$ cat src/rtl/regfile_multiport.sv
// Multiported register file for the decode stage: two combinational read
// ports, two clocked write ports, and a per-entry pending scoreboard.
// After reset a sweep clears the storage one entry per cycle, so the array
// can map onto a RAM with no reset. `ready` rises once the sweep is done.
//
// Handshake: there is no flow control. Writes and reserves act only in RUN
// and are ignored during the sweep. Callers must wait for `ready` before
// relying on any read data or busy flag.
module regfile_multiport #(
  parameter int DATA_WIDTH = 32,
  parameter int ADDR_WIDTH = 5,
  parameter bit ZERO_REG   = 1'b1,
  parameter bit BYPASS     = 1'b1
) (
  input  logic                  clock,
  input  logic                  reset_n,
  input  logic [ADDR_WIDTH-1:0] readRegister1,
  input  logic [ADDR_WIDTH-1:0] readRegister2,
  output logic [DATA_WIDTH-1:0] readData1,
  output logic [DATA_WIDTH-1:0] readData2,
  output logic                  busy1,
  output logic                  busy2,
  input  logic                  wrEnA,
  input  logic [ADDR_WIDTH-1:0] wrRegA,
  input  logic [DATA_WIDTH-1:0] wrDataA,
  input  logic                  wrEnB,
  input  logic [ADDR_WIDTH-1:0] wrRegB,
  input  logic [DATA_WIDTH-1:0] wrDataB,
  input  logic                  reserveEn,
  input  logic [ADDR_WIDTH-1:0] reserveReg,
  output logic                  ready,
  output logic                  dbg_state_o
);

  localparam int DEPTH = 1 << ADDR_WIDTH;

  typedef enum logic {SWEEP = 1'b0, RUN = 1'b1} state_e;

  state_e                  state_q, state_d;
  logic [ADDR_WIDTH-1:0]   ptr_q, ptr_d;
  logic                    ready_q, ready_d;
  logic [DEPTH-1:0]        pend_q, pend_d;
  logic [DATA_WIDTH-1:0]   mem_q [DEPTH];

  logic                    run;
  logic                    we_a, we_b, rsv_en;
  logic [ADDR_WIDTH-1:0]   rd_idx  [2];
  logic [DATA_WIDTH-1:0]   rd_data [2];
  logic                    rd_busy [2];

  assign run = (state_q == RUN);

  // An index-0 access with ZERO_REG set is dropped at the source.
  assign we_a   = run && wrEnA && !(ZERO_REG && (wrRegA == '0));
  assign we_b   = run && wrEnB && !(ZERO_REG && (wrRegB == '0));
  assign rsv_en = run && reserveEn && !(ZERO_REG && (reserveReg == '0));

  // Control state: sweep FSM, registered ready, and pending bits.
  always_ff @(posedge clock or negedge reset_n) begin
    if (!reset_n) begin
      state_q <= SWEEP;
      ptr_q   <= '0;
      ready_q <= 1'b0;
      pend_q  <= '0;
    end else begin
      state_q <= state_d;
      ptr_q   <= ptr_d;
      ready_q <= ready_d;
      pend_q  <= pend_d;
    end
  end

  // Next-state logic: advance the sweep, then update the scoreboard in RUN.
  // A write clears first and a reserve sets afterwards, so the new producer wins.
  always_comb begin
    state_d = state_q;
    ptr_d   = ptr_q;
    ready_d = ready_q;
    pend_d  = pend_q;
    case (state_q)
      SWEEP: begin
        ptr_d = ptr_q + 1'b1;
        if (&ptr_q) begin
          state_d = RUN;
          ready_d = 1'b1;
        end
      end
      RUN: begin
        if (wrEnA)  pend_d[wrRegA]     = 1'b0;
        if (wrEnB)  pend_d[wrRegB]     = 1'b0;
        if (rsv_en) pend_d[reserveReg] = 1'b1;
      end
      default: state_d = SWEEP;
    endcase
  end

  // Storage has no reset. The sweep zeroes it, and B is written last so it
  // overrides A when both ports target the same entry.
  always_ff @(posedge clock) begin
    if (!run) begin
      mem_q[ptr_q] <= '0;
    end else begin
      if (we_a) mem_q[wrRegA] <= wrDataA;
      if (we_b) mem_q[wrRegB] <= wrDataB;
    end
  end

  assign rd_idx[0] = readRegister1;
  assign rd_idx[1] = readRegister2;

  // Combinational reads, with an optional same-cycle bypass of write data.
  // The B-port bypass is applied last so that B takes priority over A.
  always_comb begin
    for (int p = 0; p < 2; p++) begin
      rd_data[p] = '0;
      rd_busy[p] = 1'b0;
      if (run && !(ZERO_REG && (rd_idx[p] == '0))) begin
        rd_data[p] = mem_q[rd_idx[p]];
        rd_busy[p] = pend_q[rd_idx[p]];
        if (BYPASS) begin
          if (wrEnA && (wrRegA == rd_idx[p])) rd_data[p] = wrDataA;
          if (wrEnB && (wrRegB == rd_idx[p])) rd_data[p] = wrDataB;
        end
      end
    end
  end

  assign readData1   = rd_data[0];
  assign readData2   = rd_data[1];
  assign busy1       = rd_busy[0];
  assign busy2       = rd_busy[1];
  assign ready       = ready_q;
  assign dbg_state_o = state_q;

endmodule

$ cat config.mk
export PLATFORM = sky130hd
export DESIGN_NAME = regfile_multiport
export DESIGN_NICKNAME = d
export VERILOG_FILES = /design/src/rtl/regfile_multiport.sv
export SDC_FILE = /design/constraint.sdc
export NUM_CORES = 2
export LEC_CHECK = 0
export BUFFER_PORTS_ARGS = -buffer_cell sky130_fd_sc_hd__buf_4
export CORE_ASPECT_RATIO = 1.5
export CORE_UTILIZATION = 49
export DETAILED_ROUTE_END_ITERATION = 8
export PLACE_DENSITY = 0.65
export REMOVE_ABC_BUFFERS = 1
export SLEW_MARGIN = 20
export SYNTH_ARGS = -nofsm -noshare
export SYNTH_HDL_FRONTEND = slang
export SYNTH_SLANG_ARGS = --single-unit
$ cat constraint.sdc
create_clock -name clock -period 5.57 [get_ports clock]
set_clock_uncertainty 0.2 [all_clocks]
set_input_delay 1.114 -clock clock [delete_from_list [all_inputs] [get_ports clock]]
set_output_delay 1.114 -clock clock [all_outputs]
set_load 0.05 [all_outputs]
-- Word-level counts from Yosys, hierarchy flattened
Memory sizes are Yosys's and may differ from the RTL's.
Index checks and enable logic that the tools add are counted.
- div/mod/pow operators: 0
- bitwise logic cells: 6
- shifts and indexed selects: 0
- mux-type cells: 35
- reductions and logical operators: 28
- $lt $le $gt $ge: 8
- $add $sub $neg: 1
- equality and inequality tests: 4
- multiply operators: 0
- operator list (kind ; number):
    32-bit two-way mux ; 12
    32-bit bitwise AND ; 2
    32-bit NOT ; 2
    32-bit bitwise OR ; 1
    32-bit OR reduction ; 1
    5-bit by 6-bit < comparator with 1-bit output, second input constant ; 5
    5-bit zero test ; 5
    5-bit == test ; 4
    1-bit two-way mux ; 17
    1-bit demux with 5-bit select ; 3
    5-bit by 1-bit greater-or-equal comparator with 1-bit output, second input constant ; 3
    1-bit logical AND ; 15
    1-bit binary-select mux with 5-bit select ; 2
    6-bit AND reduction ; 1
    5-bit by 1-bit adder with 5-bit output, second input constant ; 1
    1-bit zero test ; 5
    5-bit two-way mux ; 1
    5-bit AND reduction ; 1
    1-bit NOT ; 1
- memory bits (read-only): 0
- RAM bits: 1024
- word-level logic and storage cells: 87
- memories: 1
- bits in registers: 39
- bits in latches: 0
- input port bits: 94
- output and inout bits: 68
- memory list (memory ; words ; bits a word ; rd ports ; clocked after Yosys merged registers in ; write ports ; RTL line ; source):
    mem_q ; 32 ; 32 ; 2 ; 0 ; 2 ; 43 ; logic [DATA_WIDTH-1:0] mem_q [DEPTH];

-- Depth between registers and ports, before layout
- word-level depth: 13
- depth in mapped cells: 10
- mapped depth without buffers: 6

-- Worst setup path after synthesis
No wires, ideal clock.
- path type: in2reg
- start point: input port wrRegA[1]
- end point: memory mem_q[1][0] (enable)
- path buffers: 2
- setup slack: 0.501 ns
- cell stages on the path: 6
- required time: 4.904 ns
- setup time: 0.466 ns
- arrival time: 4.403 ns
- path through: clkbuf_1 -> nor2_1 -> a21oi_1 -> clkbuf_1 -> a21oi_1 -> o21ai_0
- RTL lines (what ; RTL line ; source):
    from (decl) ; 24 ; input logic [ADDR_WIDTH-1:0] wrRegA,
    to (decl) ; 43 ;

-- Worst setup path in the final report
- start point: input port readRegister2[0]
- end point: output port readData2[14]
- longest elaborated chain between the ends: 5
- elaborated cells on any way between the ends: 11
- classes of those cells: eq/ne: 2; mux: 3; reduce/logical: 5; memory: 1
- ends and longest elaborated chain (what ; RTL line ; source):
    from (decl) ; 18 ; input logic [ADDR_WIDTH-1:0] readRegister2,
    parallel branches: the longest is 4 deep, another holds memory 32 x 32 bit ; - ;
    32-bit two-way mux (*) ; 117 ; if (run && !(ZERO_REG && (rd_idx[p] == '0))) begin
    to (decl) ; 20 ; output logic [DATA_WIDTH-1:0] readData2,
Mark *: on every way between the ends.

==> impl_results.md <==
* Die Y at 439 µm
* M1 WL at 80.5 mm
* IO buf count at 161
* Antenna Nets Post-Route at 0
* WS Path Type: primary input to output pin
* Comb power frac at 13.2%
* Vias in the first global route at 48900
* Final Max Tran Viols at 0
* Clk buf depth at 3
* Die Footprint at 0.129 mm²
* Nets@finish at 5497
* Max-Cap Viols at 0
* Multi-input gate area at 0.0289 mm²
* Sequential-to-total area share from yosys stat at 50.8%
* Worst Reg2Reg Path Length in Cells at 7
* Worst Setup End Kind: output pin
* Routed WL at 247 mm
* Layout cells sized above 1 at 27.9%
* Clk sinks at 1063
* Startpoint Class: primary input
* Layout area overhead at 12.9%
* Antenna violations before repair at 5
* GRT Resource Usage Total at 37.9%
* Prevailing post-synth register cell: edfxtp_1
* Most common cell after layout, fill and taps aside: edfxtp_1
* Hold/Removal Path Class: primary input to asynchronous set/reset pin
* IO Count at 162
* Clk pwr share at 40.7%
* Final Hold Fails at 0
* Core area at 0.127 mm²
* Worst-skew pair later-pin latency at 0.77 ns
* 1st-iter DRT viols at 7202
* Tot Pwr at 19.3 mW
* Fmax at 0.185 GHz
* Post-synth EDFFs at 1024
* # setup viols final at 0
* DR WL/cell at 34.3 µm
* Mapped Avg Cell Area at 11.3 µm²
* Post-CTS Resized at 0
* Fillers at 10400
* Async set-reset flop share out of synthesis at 3.67%
* Seq pwr share at 46.1%
* Row cnt at 160
* Worst-path clk slew at 0.07 ns
* Worst slew pin tran at 1.17 ns
* Max Used Layer: met5
* Register Area at 0.0317 mm²
* Inserted Clock Buffers at 106
* DRC at 0
* Most frequent cells in the layout: edfxtp_1 (1024), nand2_1 (949), o21ai_0 (930), mux2_2 (572), buf_4 (337)
* Grt total ovfl at 0
* Met2 Wirelength at 114 mm
* CTS tree: done
* Yosys cell types at 54
* Status: complete, no violations
* Root Buffer Master: clkbuf_16
* Setup bufs post-CTS at 0
* Period utilization at 97.1%
* H-tree lvl count at 3
* RSZ-0062 raised after global routing: false
* Max VDD drop at 0.290 mV
* Synth Register Bits at 1063
* Max-slew headroom at 21.0%
* Global-route wire length before repair at 347 mm
* NetSw at 5.14 mW
* Hpwl dp at 144 mm
* Warnings from Yosys at 0
* Metal3 WL at 30.5 mm
* Switching Fraction at 26.6%
* DRT Pass-1 Iters at 8
* CTS Hold Bufs at 0
* P per Cell Area at 273 mW/mm²
* Crit path time final at 5.41 ns
* Mapped Cells at 5513
* Req. time, crit path at 4.26 ns
* Mapped Area at 0.0625 mm²
* CP arrival at 4.09 ns
* Pin count of the biggest net entering global routing at 65
* Initial core utilization at 49.3%
* Die X at 294 µm
* CP max FO at 45
* Via count at 50300
* Final TNS setup at 0 ns
* Vias per cell at 6.99
* Internal Pwr Total at 14.2 mW
* Final GP Congestion at 0.962
* Pleak at 24.8 nW
## area by class of cell
class                           instances  share of cell area (%)
Tap cell                             1701                    3.02
Clock inverter                         84                    1.40
Antenna cell                            8                  0.0284
Clock buffer                          115                    3.87
Inverter                               40                   0.213
Sequential cell                      1063                    45.0
Timing Repair Buffer                  407                    5.58
Multi-Input combinational cell       3783                    40.9
## stage by stage
| stage | cells | utilization [%] | instance area (µm²) | hold WS, ns | setup slack, ns |
|---|---|---|---|---|---|
| global placement | 6991 | 52.7 | 66700 | 0.284 | 0.201 |
| CTS | 7193 | 55.7 | 70500 | 0.113 | 0.222 |
| detailed placement | 6994 | 52.7 | 66800 | 0.276 | 0.237 |
| global route | 7194 | 55.7 | 70500 | 0.162 | 0.0649 |
| floorplan | 4886 | - | 60000 | 0.267 | -0.788 |
| finish | 7201 | 55.7 | 70600 | 0.118 | 0.163 |
## metal layers
layer  global-route usage [%]  vias to the layer above
met1                     45.7                    24500
met2                     60.1                     3953
li1                         -                    20800
met3                     7.75                     1138
met5                        0                        -
met4                     28.6                        4
## flip-flops by register name, summed over array words and instances (netlist names)
register     flops
mem_q         1024
ready            1
dbg_state_o      1
ptr_q            5
pend_q          32
## cells by family after synthesis
logic type	share of synthesized area, %
AO/OA/AOI/OAI	14.4
flip-flops	50.8
XOR/XNOR	0.322
AND/OR/NAND/NOR	9.74
multiplexers	20.4
adder cells (fa/ha/maj)	0.0400
buffers and inverters	4.29
## power groups by stage
stage               Clock (mW)  Sequential [mW]  Combinational, mW
floorplan                    0             9.05               1.28
global placement             0             9.06               2.46
detailed placement           0             9.06               2.49
CTS                       7.83             8.89               2.49
global route              8.10             8.89               2.64
finish                    7.85             8.89               2.56
## worst max-delay path, cell delays in order
cell,delay [ns]
buf_8,0.53
buf_4,0.29
xor2_1,0.07
nor4_1,0.27
and3_1,0.26
and3b_2,0.62
buf_4,0.48
a221o_1,0.23
buf_4,0.20
## cells in the mapped netlist, types with 12 or more instances
cell | number | share of area, %
a22o_1 | 133 | 1.9
nor3_1 | 118 | 0.94
xnor2_1 | 15 | 0.21
o31ai_1 | 13 | 0.16
nand3b_1 | 13 | 0.16
buf_1 | 41 | 0.25
clkbuf_1 | 521 | 3.1
buf_6 | 12 | 0.22
mux2_2 | 572 | 10
nor2_1 | 59 | 0.35
and2_1 | 62 | 0.62
dfrtp_1 | 39 | 1.6
nand2_1 | 952 | 5.7
o22ai_1 | 255 | 2.6
mux4_2 | 272 | 9.8
buf_2 | 45 | 0.36
or4_1 | 55 | 0.66
o21ai_0 | 934 | 7.5
inv_1 | 39 | 0.23
edfxtp_1 | 1024 | 49
a211oi_1 | 54 | 0.65
nor2b_1 | 58 | 0.58
mux2i_1 | 20 | 0.32
a221o_1 | 62 | 0.99
## worst paths after layout
kind / start / end / slack (ns)
min in group clock: ready / ready / 0.29
worst max-delay path: readRegister2[0] / readData2[14] / 0.16
worst max register to register: dbg_state_o / mem_q[4][16] / 1.40
worst min-delay path: reset_n / pend_q[24] / 0.12
worst min register to register: ready / ready / 0.29
max in group asynchronous: reset_n / ptr_q[0] / 4.69
No activity file was read; power rests on OpenSTA's default activity.
